$ cat config.mk
export PLATFORM = sky130hd
export DESIGN_NAME = bomb_countdown_flat
export DESIGN_NICKNAME = d
export VERILOG_FILES = /design/src/rtl/bomb_pkg.sv /design/src/rtl/bomb_countdown_if.sv /design/src/rtl/mmss_bcd_sub.sv /design/src/rtl/bomb_countdown.sv /design/src/flat_wrapper.sv
export SDC_FILE = /design/constraint.sdc
export NUM_CORES = 1
export LEC_CHECK = 0
export CORE_MARGIN = 1.5
export CORE_UTILIZATION = 40
export CTS_BUF_LIST = sky130_fd_sc_hd__clkbuf_16
export DETAILED_ROUTE_END_ITERATION = 10
export PLACE_DENSITY = 0.56
export RECOVER_POWER = 25
export SKIP_LAST_GASP = 1
export SLEW_MARGIN = 30
export SYNTH_ARGS = -nofsm -noshare
export SYNTH_HDL_FRONTEND = slang
export SYNTH_HIERARCHICAL = 1
export SYNTH_SLANG_ARGS = --single-unit
$ cat constraint.sdc
create_clock -name clk -period 7 [get_ports clk]
set_input_delay 1.75 -clock clk [delete_from_list [all_inputs] [get_ports clk]]
set_output_delay 1.75 -clock clk [all_outputs]
set_load 0.01 [all_outputs]
$ cat src/rtl/bomb_pkg.sv
// Shared types, BCD limits and default parameters for the bomb countdown timer.
package bomb_pkg;

  typedef enum logic [2:0] {
    ST_IDLE     = 3'd0,
    ST_ARMED    = 3'd1,
    ST_RUNNING  = 3'd2,
    ST_PAUSED   = 3'd3,
    ST_DEFUSED  = 3'd4,
    ST_EXPLODED = 3'd5
  } state_e;

  localparam logic [7:0] SEC_MAX_BCD = 8'h59;
  localparam logic [7:0] MIN_MAX_BCD = 8'h99;

  localparam int DEF_PENALTY_SEC = 10;
  localparam int DEF_WARN_SEC    = 10;
  localparam int DEF_MAX_STRIKES = 3;

  function automatic logic [6:0] bcd2bin(input logic [7:0] v);
    return 7'(v[7:4] * 10 + v[3:0]);
  endfunction

  function automatic logic [7:0] bin2bcd(input logic [6:0] b);
    return {4'(b / 7'd10), 4'(b % 7'd10)};
  endfunction

  function automatic logic bcd_time_valid(input logic [7:0] mn, input logic [7:0] sc);
    return (mn[7:4] <= 4'd9) && (mn[3:0] <= 4'd9) && (mn <= MIN_MAX_BCD) &&
           (sc[3:0] <= 4'd9) && (sc <= SEC_MAX_BCD) && ((mn | sc) != 8'h00);
  endfunction

endpackage

$ cat src/rtl/bomb_countdown_if.sv
// Control and display bundle between the game logic and the countdown timer.
interface bomb_countdown_if;
  logic       tick;
  logic       load;
  logic [7:0] preset_min;
  logic [7:0] preset_sec;
  logic       start;
  logic       pause;
  logic       defuse;
  logic       strike;
  logic       timer_en;
  logic [7:0] min_bcd;
  logic [7:0] sec_bcd;
  logic [2:0] state;
  logic [1:0] strikes;
  logic       warn;
  logic       exploded;
  logic       defused;
  logic       load_err;

  modport master (
    output tick, load, preset_min, preset_sec, start, pause, defuse, strike,
    input  timer_en, min_bcd, sec_bcd, state, strikes, warn, exploded, defused, load_err
  );

  modport slave (
    input  tick, load, preset_min, preset_sec, start, pause, defuse, strike,
    output timer_en, min_bcd, sec_bcd, state, strikes, warn, exploded, defused, load_err
  );
endinterface

$ cat src/rtl/mmss_bcd_sub.sv
// Combinational mm:ss BCD minus binary seconds (0..60); at most one minute borrow.
module mmss_bcd_sub
  import bomb_pkg::*;
(
  input  logic [7:0] min_i,
  input  logic [7:0] sec_i,
  input  logic [5:0] sub_i,
  output logic [7:0] min_o,
  output logic [7:0] sec_o,
  output logic       uflow_o
);

  logic [6:0] min_b;
  logic [6:0] sec_b;
  logic [6:0] sub_b;
  logic [6:0] low_total;

  always_comb begin
    min_b = bcd2bin(min_i);
    sec_b = bcd2bin(sec_i);
    sub_b = {1'b0, sub_i};
    // Only totals below two minutes can be consumed by a subtrahend of at most 60.
    low_total = (min_b == 7'd1) ? sec_b + 7'd60 : sec_b;
    uflow_o   = (min_b < 7'd2) && (low_total <= sub_b);
    if (sec_b >= sub_b) begin
      sec_o = bin2bcd(sec_b - sub_b);
      min_o = min_i;
    end else begin
      sec_o = bin2bcd(sec_b + 7'd60 - sub_b);
      min_o = bin2bcd(min_b - 7'd1);
    end
  end

endmodule

$ cat src/rtl/bomb_countdown.sv
// Bomb round FSM with BCD mm:ss countdown. Define BOMB_STRIKE_PENALTY_EN to make
// strikes also remove PENALTY_SEC seconds from the clock.
module bomb_countdown
  import bomb_pkg::*;
#(
  parameter int PENALTY_SEC = DEF_PENALTY_SEC,
  parameter int WARN_SEC    = DEF_WARN_SEC,
  parameter int MAX_STRIKES = DEF_MAX_STRIKES
) (
  input  logic             clk,
  input  logic             rst,
  bomb_countdown_if.slave  bus
);

`ifdef BOMB_STRIKE_PENALTY_EN
  localparam logic [5:0] STRIKE_SUB = 6'(PENALTY_SEC);
`else
  localparam logic [5:0] STRIKE_SUB = 6'(PENALTY_SEC) & 6'd0;
`endif
  localparam logic [1:0] MAX_ST  = 2'(MAX_STRIKES);
  localparam logic [6:0] WARN_LIM = 7'(WARN_SEC);

  state_e     state_q, state_d;
  logic [7:0] min_q, min_d, sec_q, sec_d;
  logic [1:0] strikes_q, strikes_d;
  logic       timer_en_q, warn_q, warn_d, exploded_q, defused_q;
  logic       load_err_q, load_err_d;
  logic       tick_run, load_ok, uflow;
  logic [5:0] sub_val;
  logic [7:0] res_min, res_sec;

  assign tick_run = bus.tick && (state_q == ST_RUNNING);
  assign sub_val  = (bus.strike ? STRIKE_SUB : 6'd0) + {5'd0, tick_run};
  assign load_ok  = bcd_time_valid(bus.preset_min, bus.preset_sec);

  mmss_bcd_sub u_sub (
    .min_i   (min_q),
    .sec_i   (sec_q),
    .sub_i   (sub_val),
    .min_o   (res_min),
    .sec_o   (res_sec),
    .uflow_o (uflow)
  );

  always_comb begin
    state_d    = state_q;
    min_d      = min_q;
    sec_d      = sec_q;
    strikes_d  = strikes_q;
    load_err_d = 1'b0;
    warn_d     = (state_q == ST_RUNNING) && (min_q == 8'h00) && (bcd2bin(sec_q) <= WARN_LIM);
    case (state_q)
      ST_IDLE, ST_ARMED: begin
        if (bus.load) begin
          if (load_ok) begin
            state_d = ST_ARMED;
            min_d   = bus.preset_min;
            sec_d   = bus.preset_sec;
          end else begin
            load_err_d = 1'b1;
          end
        end else if (state_q == ST_ARMED && bus.start) begin
          state_d = ST_RUNNING;
        end
      end
      ST_RUNNING, ST_PAUSED: begin
        if (bus.defuse) begin
          state_d = ST_DEFUSED;
        end else if (bus.strike || tick_run) begin
          // Strike and tick land together; time saturates at 00:00 rather than wrapping.
          strikes_d = strikes_q + {1'b0, bus.strike};
          if (sub_val != 6'd0) begin
            if (uflow) begin
              min_d   = 8'h00;
              sec_d   = 8'h00;
              state_d = ST_EXPLODED;
            end else begin
              min_d = res_min;
              sec_d = res_sec;
            end
          end
          if (strikes_d >= MAX_ST) state_d = ST_EXPLODED;
        end else if (state_q == ST_RUNNING && bus.pause) begin
          state_d = ST_PAUSED;
        end else if (state_q == ST_PAUSED && bus.start) begin
          state_d = ST_RUNNING;
        end
      end
      default: state_d = state_q;
    endcase
  end

  always_ff @(posedge clk or posedge rst) begin
    if (rst) begin
      state_q    <= ST_IDLE;
      min_q      <= 8'h00;
      sec_q      <= 8'h00;
      strikes_q  <= 2'd0;
      timer_en_q <= 1'b0;
      warn_q     <= 1'b0;
      exploded_q <= 1'b0;
      defused_q  <= 1'b0;
      load_err_q <= 1'b0;
    end else begin
      state_q    <= state_d;
      min_q      <= min_d;
      sec_q      <= sec_d;
      strikes_q  <= strikes_d;
      timer_en_q <= (state_d == ST_RUNNING);
      warn_q     <= warn_d;
      exploded_q <= (state_d == ST_EXPLODED);
      defused_q  <= (state_d == ST_DEFUSED);
      load_err_q <= load_err_d;
    end
  end

  assign bus.state    = state_q;
  assign bus.min_bcd  = min_q;
  assign bus.sec_bcd  = sec_q;
  assign bus.strikes  = strikes_q;
  assign bus.timer_en = timer_en_q;
  assign bus.warn     = warn_q;
  assign bus.exploded = exploded_q;
  assign bus.defused  = defused_q;
  assign bus.load_err = load_err_q;

endmodule

$ cat src/flat_wrapper.sv
// flat-port wrapper written by rule: the top's interface ports become plain ports
module bomb_countdown_flat import bomb_pkg::*;
#(
  parameter int PENALTY_SEC = DEF_PENALTY_SEC,
  parameter int WARN_SEC    = DEF_WARN_SEC,
  parameter int MAX_STRIKES = DEF_MAX_STRIKES
)
  (clk, rst, bus_tick, bus_load, bus_preset_min, bus_preset_sec, bus_start, bus_pause, bus_defuse, bus_strike, bus_timer_en, bus_min_bcd, bus_sec_bcd, bus_state, bus_strikes, bus_warn, bus_exploded, bus_defused, bus_load_err);
  bomb_countdown_if bus_i ();
  input  logic clk;
  input  logic rst;
  input wire logic [$bits(bus_i.tick)-1:0] bus_tick;
  input wire logic [$bits(bus_i.load)-1:0] bus_load;
  input wire logic [$bits(bus_i.preset_min)-1:0] bus_preset_min;
  input wire logic [$bits(bus_i.preset_sec)-1:0] bus_preset_sec;
  input wire logic [$bits(bus_i.start)-1:0] bus_start;
  input wire logic [$bits(bus_i.pause)-1:0] bus_pause;
  input wire logic [$bits(bus_i.defuse)-1:0] bus_defuse;
  input wire logic [$bits(bus_i.strike)-1:0] bus_strike;
  output wire logic [$bits(bus_i.timer_en)-1:0] bus_timer_en;
  output wire logic [$bits(bus_i.min_bcd)-1:0] bus_min_bcd;
  output wire logic [$bits(bus_i.sec_bcd)-1:0] bus_sec_bcd;
  output wire logic [$bits(bus_i.state)-1:0] bus_state;
  output wire logic [$bits(bus_i.strikes)-1:0] bus_strikes;
  output wire logic [$bits(bus_i.warn)-1:0] bus_warn;
  output wire logic [$bits(bus_i.exploded)-1:0] bus_exploded;
  output wire logic [$bits(bus_i.defused)-1:0] bus_defused;
  output wire logic [$bits(bus_i.load_err)-1:0] bus_load_err;
  assign bus_i.tick = bus_tick;
  assign bus_i.load = bus_load;
  assign bus_i.preset_min = bus_preset_min;
  assign bus_i.preset_sec = bus_preset_sec;
  assign bus_i.start = bus_start;
  assign bus_i.pause = bus_pause;
  assign bus_i.defuse = bus_defuse;
  assign bus_i.strike = bus_strike;
  assign bus_timer_en = bus_i.timer_en;
  assign bus_min_bcd = bus_i.min_bcd;
  assign bus_sec_bcd = bus_i.sec_bcd;
  assign bus_state = bus_i.state;
  assign bus_strikes = bus_i.strikes;
  assign bus_warn = bus_i.warn;
  assign bus_exploded = bus_i.exploded;
  assign bus_defused = bus_i.defused;
  assign bus_load_err = bus_i.load_err;
  bomb_countdown #(.PENALTY_SEC(PENALTY_SEC), .WARN_SEC(WARN_SEC), .MAX_STRIKES(MAX_STRIKES)) u_core (.clk(clk), .rst(rst), .bus(bus_i));
endmodule
# [Yosys cells after proc, flatten, opt, wreduce, memory -nomap -nowiden]
# Cells that the tools add are included.
# W data, S select, Z words.
[classes] n_addsub=7 multipliers=2 n_div=6 magnitude_cmp=10 n_eq_ne=13 muxes=31 n_bitwise=2 reduce_logical=22
[ops] operator="$mux W8" count=14
[ops] operator="$pmux W8 S2" count=2
[ops] operator="$mux W3" count=10
[ops] operator="$div A7 B4 Y7 const B" count=3
[ops] operator="$mod A7 B4 Y7 const B" count=3
[ops] operator="$add A7 B4 Y7" count=2
[ops] operator="$sub A7 B1 Y7" count=2
[ops] operator="$le A4 B4 Y1 const B" count=3
[ops] operator="$logic_and A1 B1 Y1" count=12
[ops] operator="$mul A4 B3 Y6 const B" count=2
[ops] operator="$eq A3 B2 Y1 const B" count=3
[ops] operator="$le A8 B7 Y1 const B" count=1
[ops] operator="$le A8 B8 Y1 const B" count=1
[ops] operator="$logic_not A8 Y1" count=1
[ops] operator="$or A8 B8 Y8" count=1
[ops] operator="$reduce_bool A8 Y1" count=1
[ops] operator="$add A7 B6 Y7 const B" count=1
[ops] operator="$eq A7 B1 Y1 const B" count=1
[ops] operator="$ge A7 B1 Y1" count=1
[ops] operator="$le A7 B1 Y1" count=1
[ops] operator="$le A7 B4 Y1 const B" count=1
[ops] operator="$lt A7 B2 Y1 const B" count=1
[ops] operator="$mux W7" count=1
[ops] operator="$reduce_and A7 Y1" count=1
[ops] operator="17 further kinds" count=24
[totals] register_bits=26 output_inout_bits=26 word_cells=102

# [Logic depth before layout (Yosys ltp)]
# Gate-level depths: netlist (run 1).
[depth] ltp_word=13 ltp_mapped=25 depth_no_buf=23

# [Hierarchy]
# The synthesis (run 1) kept the hierarchy.
[modules_own_cells] mod="mmss_bcd_sub" n_inst=1 cells_each=362 area_each_um2=2556.2 seq_area_each_um2=0.0
[modules_own_cells] mod="bomb_countdown" n_inst=1 cells_each=178 area_each_um2=1717.9 seq_area_each_um2=650.6

# [Worst setup path before layout (run 1)]
# Ideal clock, no wire load.
[synth_path] path_kind="input -> register" from="in bus_tick" to="reg u_core.sec_q[2] (netlist: u_core/bus.sec_bcd[2])" arrival_ps=5496 required_time_ps=6921 setup_slack_ps=1424 cell_stages=19 path_buffers=0 cell_sequence="and4bb_4 > ha_1 > inv_1 > fa_1 > nand2b_1 > a21oi_1 > a211oi_1 > xor2_1 > o31ai_1 > a21oi_1 > o211ai_1 > xnor2_1 > ha_1 > inv_1 > a221oi_2 > mux2i_1 > nor3b_1 > a21oi_1 > mux2i_1"
[synth_via] elab_chain_cells=9
[synth_rtl] element="from (decl)" line_no="flat_wrapper.sv:12" text="input wire logic [$bits(bus_i.tick)-1:0] bus_tick;"
[synth_rtl] element="$logic_and A1 B1 Y1 *" line_no="bomb_countdown.sv:32" text="assign tick_run = bus.tick && (state_q == ST_RUNNING);"
[synth_rtl] element="$sub A7 B1 Y7, on equally long branches" line_no="mmss_bcd_sub.sv:29, mmss_bcd_sub.sv:26"
[synth_rtl] element="$mod A7 B4 Y7" line_no="bomb_pkg.sv:25" text="return {4'(b / 7'd10), 4'(b % 7'd10)};"
[synth_rtl] element="$mux W8 *" line_no="mmss_bcd_sub.sv:25" text="if (sec_b >= sub_b) begin"
[synth_rtl] element="via u_core.res_sec[2]" line_no="bomb_countdown.sv:30" text="logic [7:0] res_min, res_sec;"
[synth_rtl] element="$mux W8 *" line_no="bomb_countdown.sv:73" text="if (uflow) begin"
[synth_rtl] element="$mux W8 *" line_no="bomb_countdown.sv:72" text="if (sub_val != 6'd0) begin"
[synth_rtl] element="$mux W8 *" line_no="bomb_countdown.sv:69" text="end else if (bus.strike || tick_run) begin"
[synth_rtl] element="$mux W8 *" line_no="bomb_countdown.sv:67" text="if (bus.defuse) begin"
[synth_rtl] element="$pmux W8 S2 *" line_no="bomb_countdown.sv:52" text="case (state_q)"
[synth_rtl] element="to (signal assigned)" line_no="bomb_countdown.sv:97" text="sec_q <= 8'h00;"
[synth_rtl] element="to (signal assigned)" line_no="bomb_countdown.sv:107" text="sec_q <= sec_d;"
[synth_rtl] element="to (decl)" line_no="bomb_countdown.sv:24" text="logic [7:0] min_q, min_d, sec_q, sec_d;"
# The timed path passes the listed nets; every way through them passes the cells marked *. The select of a mux whose other input is x is not followed.
# A chain may end at the register's enable or synchronous reset.

# [Final worst setup path (run 1)]
[layout_path] from="in bus_tick" to="reg u_core.sec_q[2] (netlist: u_core/bus.sec_bcd[2])"
[layout_via] elab_chain_cells=9
[layout_rtl] element="$logic_and A1 B1 Y1 *" line_no="bomb_countdown.sv:32"
[layout_rtl] element="via u_core.tick_run" line_no="bomb_countdown.sv:28" text="logic tick_run, load_ok, uflow;"
[layout_rtl] element="$sub A7 B1 Y7, on equally long branches" line_no="mmss_bcd_sub.sv:29, mmss_bcd_sub.sv:26"
[layout_rtl] element="$mod A7 B4 Y7" line_no="bomb_pkg.sv:25"
[layout_rtl] element="$mux W8 *" line_no="mmss_bcd_sub.sv:25"
[layout_rtl] element="via u_core.res_sec[2]" line_no="bomb_countdown.sv:30"
[layout_rtl] element="$mux W8 *" line_no="bomb_countdown.sv:73"
[layout_rtl] element="$mux W8 *" line_no="bomb_countdown.sv:72"
[layout_rtl] element="$mux W8 *" line_no="bomb_countdown.sv:69"
[layout_rtl] element="$mux W8 *" line_no="bomb_countdown.sv:67"
[layout_rtl] element="$pmux W8 S2 *" line_no="bomb_countdown.sv:52"
# Marks and branches as above.

==> results.py, run 1 <==
metrics = {
    "worst_setup_path": {
        "worst_setup_path_end_kind": "register",
        "crit_fanout": 5,
        "critPathArrivalTime_ns": 6.48,
        "reg2reg_slack_ns": 1.10,
        "worstReg2RegStart": "u_core/bus.sec_bcd[4]",
        "timing.critical_path.slowest_stage_cell": "sky130_fd_sc_hd__clkdlybuf4s50_1",
        "timing.critical_path.slowest_cell_delay_ns": 0.51,
        "timing.critical_path.required_ns": 7.18,
        "critical_path.startpoint_type": "primary input",
        "timing.setup.critical_path_class": "primary input to register",
        "crit_path_frequent_cell": "sky130_fd_sc_hd__a21oi_1",
        "crit_path_cell_trace": "clkdlybuf4s50_1, and4bb_4, ha_1, inv_1, fa_1, a211oi_1, o21bai_1, a21oi_1, xor2_1, or3_1, o31ai_1, buf_4, a21oi_1, o211ai_1, xnor2_1, ha_1, inv_1, a221oi_2, mux2i_1, nor3b_1, a21oi_1, mux2i_1",
        "crit_start": "bus_tick",
    },
    "grt": {
        "grt_pass1_wl_um": 19400,
        "grt_max_degree": 36,
        "grt_pass1_vias": 3924,
        "grt_antenna_before_repair": 0,
        "grt_use_total_pct": 20.8,
        "overflow": 0,
    },
    "sta": {
        "grt_setup_unrepaired": "no",
        "drv_slew": 0,
        "slew_headroom_pct": 31.1,
        "finalCritPeriodShare_pct": 89.9,
        "worst-slew-pin-transition_ns": 1.03,
        "setup_violations": 0,
        "timing.setup.tns_ns": 0,
        "finalHoldViolations": 0,
        "min_period_ns": 6.29,
        "timing.fmax_mhz": 159,
        "fin_skew_ns": 0.00387,
    },
    "logic_synthesis": {
        "ys.flop_type": "sky130_fd_sc_hd__dfrtp_1",
        "postSynth.asyncResetShare_pct": 100,
        "syn-cell-area_um2": 4270,
        "synth-seq-area-share_pct": 15.2,
        "synth-edff-count": 0,
        "synth-seq-cells": 26,
        "ys.warnings.count": 6,
        "post_synth_main_area_contributors": "sky130_fd_sc_hd__dfrtp_1, sky130_fd_sc_hd__ha_1, sky130_fd_sc_hd__mux2i_1",
        "synth.lib_cells_used.distinct": 84,
        "synth_cells": 540,
        "synthDominantAreaCellType": "sky130_fd_sc_hd__dfrtp_1",
        "synth_top_cell_area_share_pct": 15.2,
        "syn_area_per_cell_um2": 7.91,
    },
    "clock_network": {
        "number_of_setup_buffers_added_after_cts": 0,
        "htree_levels": 1,
        "cts-buffers-inserted": 3,
        "clock-root-buffer": "sky130_fd_sc_hd__clkbuf_16",
        "post_cts_hold_buffer_count": 0,
        "worst_skew_pair_latency_ns": 0.26,
        "number_of_gates_resized_after_cts": 0,
        "path_clk_slew_ns": 0.07,
        "tritoncts": "built",
        "clock_path_buffers": 2,
        "clock-sinks": 26,
    },
    "route": {
        "ant_nets": 0,
        "drc_errors": 0,
        "detail_route.first_pass.iterations": 4,
        "wl_per_cell_um": 16.1,
        "vias_per_cell": 5.72,
        "detail_route.wirelength_um": 11500,
        "route.vias.total": 4086,
        "drt_first_iter_violations": 224,
    },
    "floorplan": {
        "placeable_area_um2": 10300,
        "die_area_um2": 11300,
        "num_io_pins": 50,
        "die_width_um": 106,
        "rows": 37,
        "fp.dieH_um": 106,
        "floorplan.initialDensity_pct": 41.4,
    },
    "flow_run": {
        "cap_violations": 0,
    },
    "place": {
        "dp_hpwl_um": 9060,
        "globalplace.congestion": 0.841,
        "place.port_buffers": 49,
    },
    "outcome": {
        "run_status": "complete, no violations",
    },
    "hold_path": {
        "timing.hold.worst.start": "u_core/bus.strikes[1]",
        "worst_hold_path_type": "register to register",
    },
    "cells_and_area": {
        "layout-drive-gt1-share_pct": 6.06,
        "finish.net_count": 649,
        "antenna_cells": 0,
        "area_growth_from_synthesis_to_layout_pct": 16.3,
    },
}
[kinds of logic (layout without fill, tap and decap cells)]
family	after synthesis	after routing	synth area share, %
adder cells (fa/ha/maj)	46	46	14.7
multiplexers	26	26	6.18
AO/OA/AOI/OAI	154	154	25.7
buffers and inverters	73	107	7.35
AND/OR/NAND/NOR	178	178	23.2
XOR/XNOR	36	36	7.55
other	1	5	0.0877
flip-flops	26	26	15.2
[critical path: cells and delay by family]
kind	cells	cell delay (ns)
fa+ha+maj	3	0.86
buf+inv	4	0.82
mux	2	0.35
xor+xnor	2	0.34
compound gates	8	1.50
simple gates	3	0.84
[layout by cell type, fill, tap and decap left out, drive strengths merged, types with 4 or more instances in the layout]
cell	n
xor2	17
nor2	42
clkdlybuf4s50	48
a31oi	7
o211ai	10
and4	4
nor4	10
and3	6
o21a	6
mux2i	23
o31ai	9
inv	49
and2	7
nor3	13
nand4	5
a221oi	4
buf	5
conb	5
a22oi	4
xnor2	19
a211oi	7
a21o	7
o21ai	21
nand3	13
dfrtp	26
nand2b	9
or3	4
fa	7
a21oi	44
nand2	28
nor2b	5
ha	39
or2	4
a2111oi	4
nor3b	20
[worst paths after layout]
path / to / depth (start not counted)
setup / recovery: u_core/bus.sec_bcd[2] / 22
hold / removal: u_core/bus.strikes[1] / 1
setup reg to reg: u_core/bus.sec_bcd[2] / 22
hold reg to reg: u_core/bus.strikes[1] / 1
max in group asynchronous: u_core/bus.min_bcd[4] / 2
min in group asynchronous: u_core/bus.sec_bcd[7] / 2
[registers in the layout (all words and copies together), names as in the netlist]
| name | cells |
|---|---|
| u_core/bus.defused | 1 |
| u_core/bus.exploded | 1 |
| u_core/bus.load_err | 1 |
| u_core/bus.min_bcd | 8 |
| u_core/bus.sec_bcd | 8 |
| u_core/bus.state | 3 |
| u_core/bus.strikes | 2 |
| u_core/bus.timer_en | 1 |
| u_core/bus.warn | 1 |
[metrics by stage]
| step | instance area [um^2] | hold slack [ns] | instances | utilization (%) | worst slack, ns |
|---|---|---|---|---|---|
| global route | 4970 | 0.579 | 714 | 48.1 | 0.411 |
| floorplan | 4290 | 0.542 | 544 | - | 1.42 |
| detailed placement | 4860 | 0.520 | 710 | 47.1 | 0.503 |
| CTS | 4970 | 0.535 | 714 | 48.1 | 0.752 |
| finish | 4970 | 0.539 | 714 | 48.1 | 0.707 |
| global placement | 4860 | 0.517 | 710 | 47.1 | 0.654 |
[cell type report]
class	count	area, um^2
fillers	1025	5350
multi-input cells	445	3330
flip-flops and latches	26	651
repair buffers	54	528
inverters	49	184
well taps	136	170
clock buffers	3	75.1
clock inverters	1	30.0
[metal layers]
layer	up-vias	track usage (%)	wire length [um]
met3	6	1.96	443
met1	1922	30.2	5840
met2	92	33.5	5140
met5	-	0	0
li1	2066	-	-
met4	0	3.76	105
[synthesized netlist by cell type (all sizes together) (3+ instances only)]
master,count
and3,6
fa,7
mux2,3
ha,39
clkbuf,13
inv,49
o211ai,10
a2111oi,4
a221oi,4
nor4,10
and4,4
o21a,6
a31oi,7
nor3,13
nand2,28
mux2i,23
nor3b,20
nand3,13
nand4,5
a21oi,44
or2,4
or3,4
a22oi,4
a21o,7
a311oi,3
and2,7
a211o,3
a32oi,3
xor2,17
nor2b,5
nand2b,9
buf,11
o31ai,9
dfrtp,26
xnor2,19
nor2,42
o21ai,21
a211oi,7
Power of run 1 is left out: the tool's default activity adds up to more than one toggle a clock period on the data nets, which glitch-free logic cannot reach.
==> run 2, diff against run 1 <==
- CORE_MARGIN: 1.5 -> 3
- CTS_CLUSTER_SIZE: default -> 12
==> results.py, run 2 (synthesis gave the netlist of run 1 again) <==
metrics = {
    "worst_setup_path": {
        "crit_fanout": 5,
        "reg2regPathDepth": 22,
        "timing.setup.critical_path_class": "primary input to register",
        "worstReg2RegStart": "u_core/bus.sec_bcd[4]",
        "rr_endpoint": "u_core/bus.sec_bcd[2]",
        "reg2reg_slack_ns": 1.05,
        "crit_start": "bus_tick",
        "critPathArrivalTime_ns": 6.50,
        "timing.critical_path.required_ns": 7.19,
        "critical_path.startpoint_type": "primary input",
        "worst_setup_path_end_kind": "register",
    },
    "floorplan": {
        "floorplan.initialDensity_pct": 41.2,
        "num_io_pins": 50,
        "placeable_area_um2": 10400,
        "fp.dieH_um": 109,
        "die_width_um": 109,
        "rows": 37,
        "die_area_um2": 12000,
    },
    "sta": {
        "fin_skew_ns": 0.00211,
        "slew_headroom_pct": 31.4,
        "drv_slew": 0,
        "setup_violations": 0,
        "grt_setup_unrepaired": "no",
        "finalCritPeriodShare_pct": 90.2,
        "worst-slew-pin-transition_ns": 1.03,
        "timing.setup.tns_ns": 0,
        "timing.fmax_mhz": 158,
        "min_period_ns": 6.32,
        "finalHoldViolations": 0,
    },
    "cells_and_area": {
        "layout.cells.most_common": "sky130_fd_sc_hd__inv_1",
        "seq_area_um2": 651,
        "multi_input_combinational_cell_area_um2": 3330,
        "most-common-layout-cells": "sky130_fd_sc_hd__inv_1, sky130_fd_sc_hd__clkdlybuf4s50_1, sky130_fd_sc_hd__a21oi_1, sky130_fd_sc_hd__nor2_1, sky130_fd_sc_hd__ha_1",
        "finish.net_count": 648,
        "num-fill-cells": 1036,
        "layout-drive-gt1-share_pct": 6.07,
        "antenna_cells": 0,
        "area_growth_from_synthesis_to_layout_pct": 16.2,
    },
    "clock_network": {
        "tritoncts": "built",
        "post_cts_hold_buffer_count": 0,
        "cts-buffers-inserted": 3,
        "path_clk_slew_ns": 0.07,
        "clock-sinks": 26,
        "htree_levels": 1,
        "worst_skew_pair_latency_ns": 0.26,
        "number_of_gates_resized_after_cts": 0,
        "clock-root-buffer": "sky130_fd_sc_hd__clkbuf_16",
        "number_of_setup_buffers_added_after_cts": 0,
        "clock_path_buffers": 2,
    },
    "route": {
        "detail_route.wirelength_um": 11400,
        "route.met3.wl_um": 451,
        "ant_nets": 0,
        "routed_length_on_met2_um": 5070,
        "detail_route.first_pass.iterations": 4,
        "highest-signal-layer": "met4",
        "drc_errors": 0,
        "wl_per_cell_um": 16.0,
        "drt_first_iter_violations": 253,
        "route.vias.total": 4064,
        "met1Wirelength_um": 5800,
        "vias_per_cell": 5.70,
    },
    "grt": {
        "grt_antenna_before_repair": 0,
        "grt_pass1_vias": 3829,
        "grt_use_total_pct": 19.3,
        "overflow": 0,
        "grt_pass1_wl_um": 18900,
        "grt_max_degree": 36,
    },
    "hold_path": {
        "worstHoldEndpoint": "u_core/bus.strikes[1]",
        "hold_depth": 1,
        "worst_hold_path_type": "register to register",
        "timing.hold.worst.start": "u_core/bus.strikes[1]",
    },
    "place": {
        "place.port_buffers": 49,
        "globalplace.congestion": 0.860,
        "dp_hpwl_um": 9170,
    },
    "outcome": {
        "run_status": "complete, no violations",
    },
    "flow_run": {
        "cap_violations": 0,
    },
}
[run 2: changes by cell type in the layout (fill, tap and decap cells not counted), sizes merged]
cell / previous run / this run
buf: 5 / 4
[run 2: worst max-delay path by stage]
stage,end,slack (ns),depth (start not counted)
3_3_place_gp,u_core/bus.sec_bcd[2],0.60,21
3_5_place_dp,u_core/bus.sec_bcd[2],0.48,21
6_report,u_core/bus.sec_bcd[2],0.68,21
4_1_cts,u_core/bus.sec_bcd[2],0.70,21
5_1_grt,u_core/bus.sec_bcd[2],0.23,21
2_1_floorplan,u_core/bus.sec_bcd[2],1.42,19
[run 2: metal layers]
layer,GRT usage (%),vias up
met3,2.00,10
met4,2.94,0
met2,30.3,84
met1,29.1,1900
li1,-,2070
met5,0,-
[run 2: cell type report]
cell class | instances | area share (%)
Clock buffer | 3 | 1.51
Sequential cell | 26 | 13.1
Clock inverter | 1 | 0.605
Inverter | 49 | 3.70
Multi-Input combinational cell | 445 | 67.2
Tap cell | 136 | 3.43
Timing Repair Buffer | 53 | 10.5
[run 2: stage by stage]
step | util, % | hold slack [ns] | worst slack (ns) | cells | cell area [um^2]
floorplan | - | 0.542 | 1.42 | 544 | 4290
global placement | 46.8 | 0.519 | 0.603 | 709 | 4860
detailed placement | 46.9 | 0.513 | 0.483 | 709 | 4860
CTS | 47.9 | 0.526 | 0.700 | 713 | 4960
global route | 47.9 | 0.548 | 0.230 | 713 | 4960
finish | 47.9 | 0.529 | 0.683 | 713 | 4960
[run 2: critical path, cell delays in order]
cell and delay, ns:
sky130_fd_sc_hd__clkdlybuf4s50_1 0.50, sky130_fd_sc_hd__and4bb_4 0.30, sky130_fd_sc_hd__ha_1 0.21, sky130_fd_sc_hd__inv_1 0.07
sky130_fd_sc_hd__fa_1 0.46, sky130_fd_sc_hd__nand2b_1 0.14, sky130_fd_sc_hd__a21oi_1 0.07, sky130_fd_sc_hd__a211oi_1 0.41
sky130_fd_sc_hd__xor2_1 0.23, sky130_fd_sc_hd__o31ai_1 0.26, sky130_fd_sc_hd__buf_4 0.18, sky130_fd_sc_hd__a21oi_1 0.06
sky130_fd_sc_hd__o211ai_1 0.39, sky130_fd_sc_hd__xnor2_1 0.21, sky130_fd_sc_hd__ha_1 0.22, sky130_fd_sc_hd__inv_1 0.07
sky130_fd_sc_hd__a221oi_2 0.37, sky130_fd_sc_hd__mux2i_1 0.21, sky130_fd_sc_hd__nor3b_1 0.20, sky130_fd_sc_hd__a21oi_1 0.06
sky130_fd_sc_hd__mux2i_1 0.13
Power of run 2 is left out for the same reason.
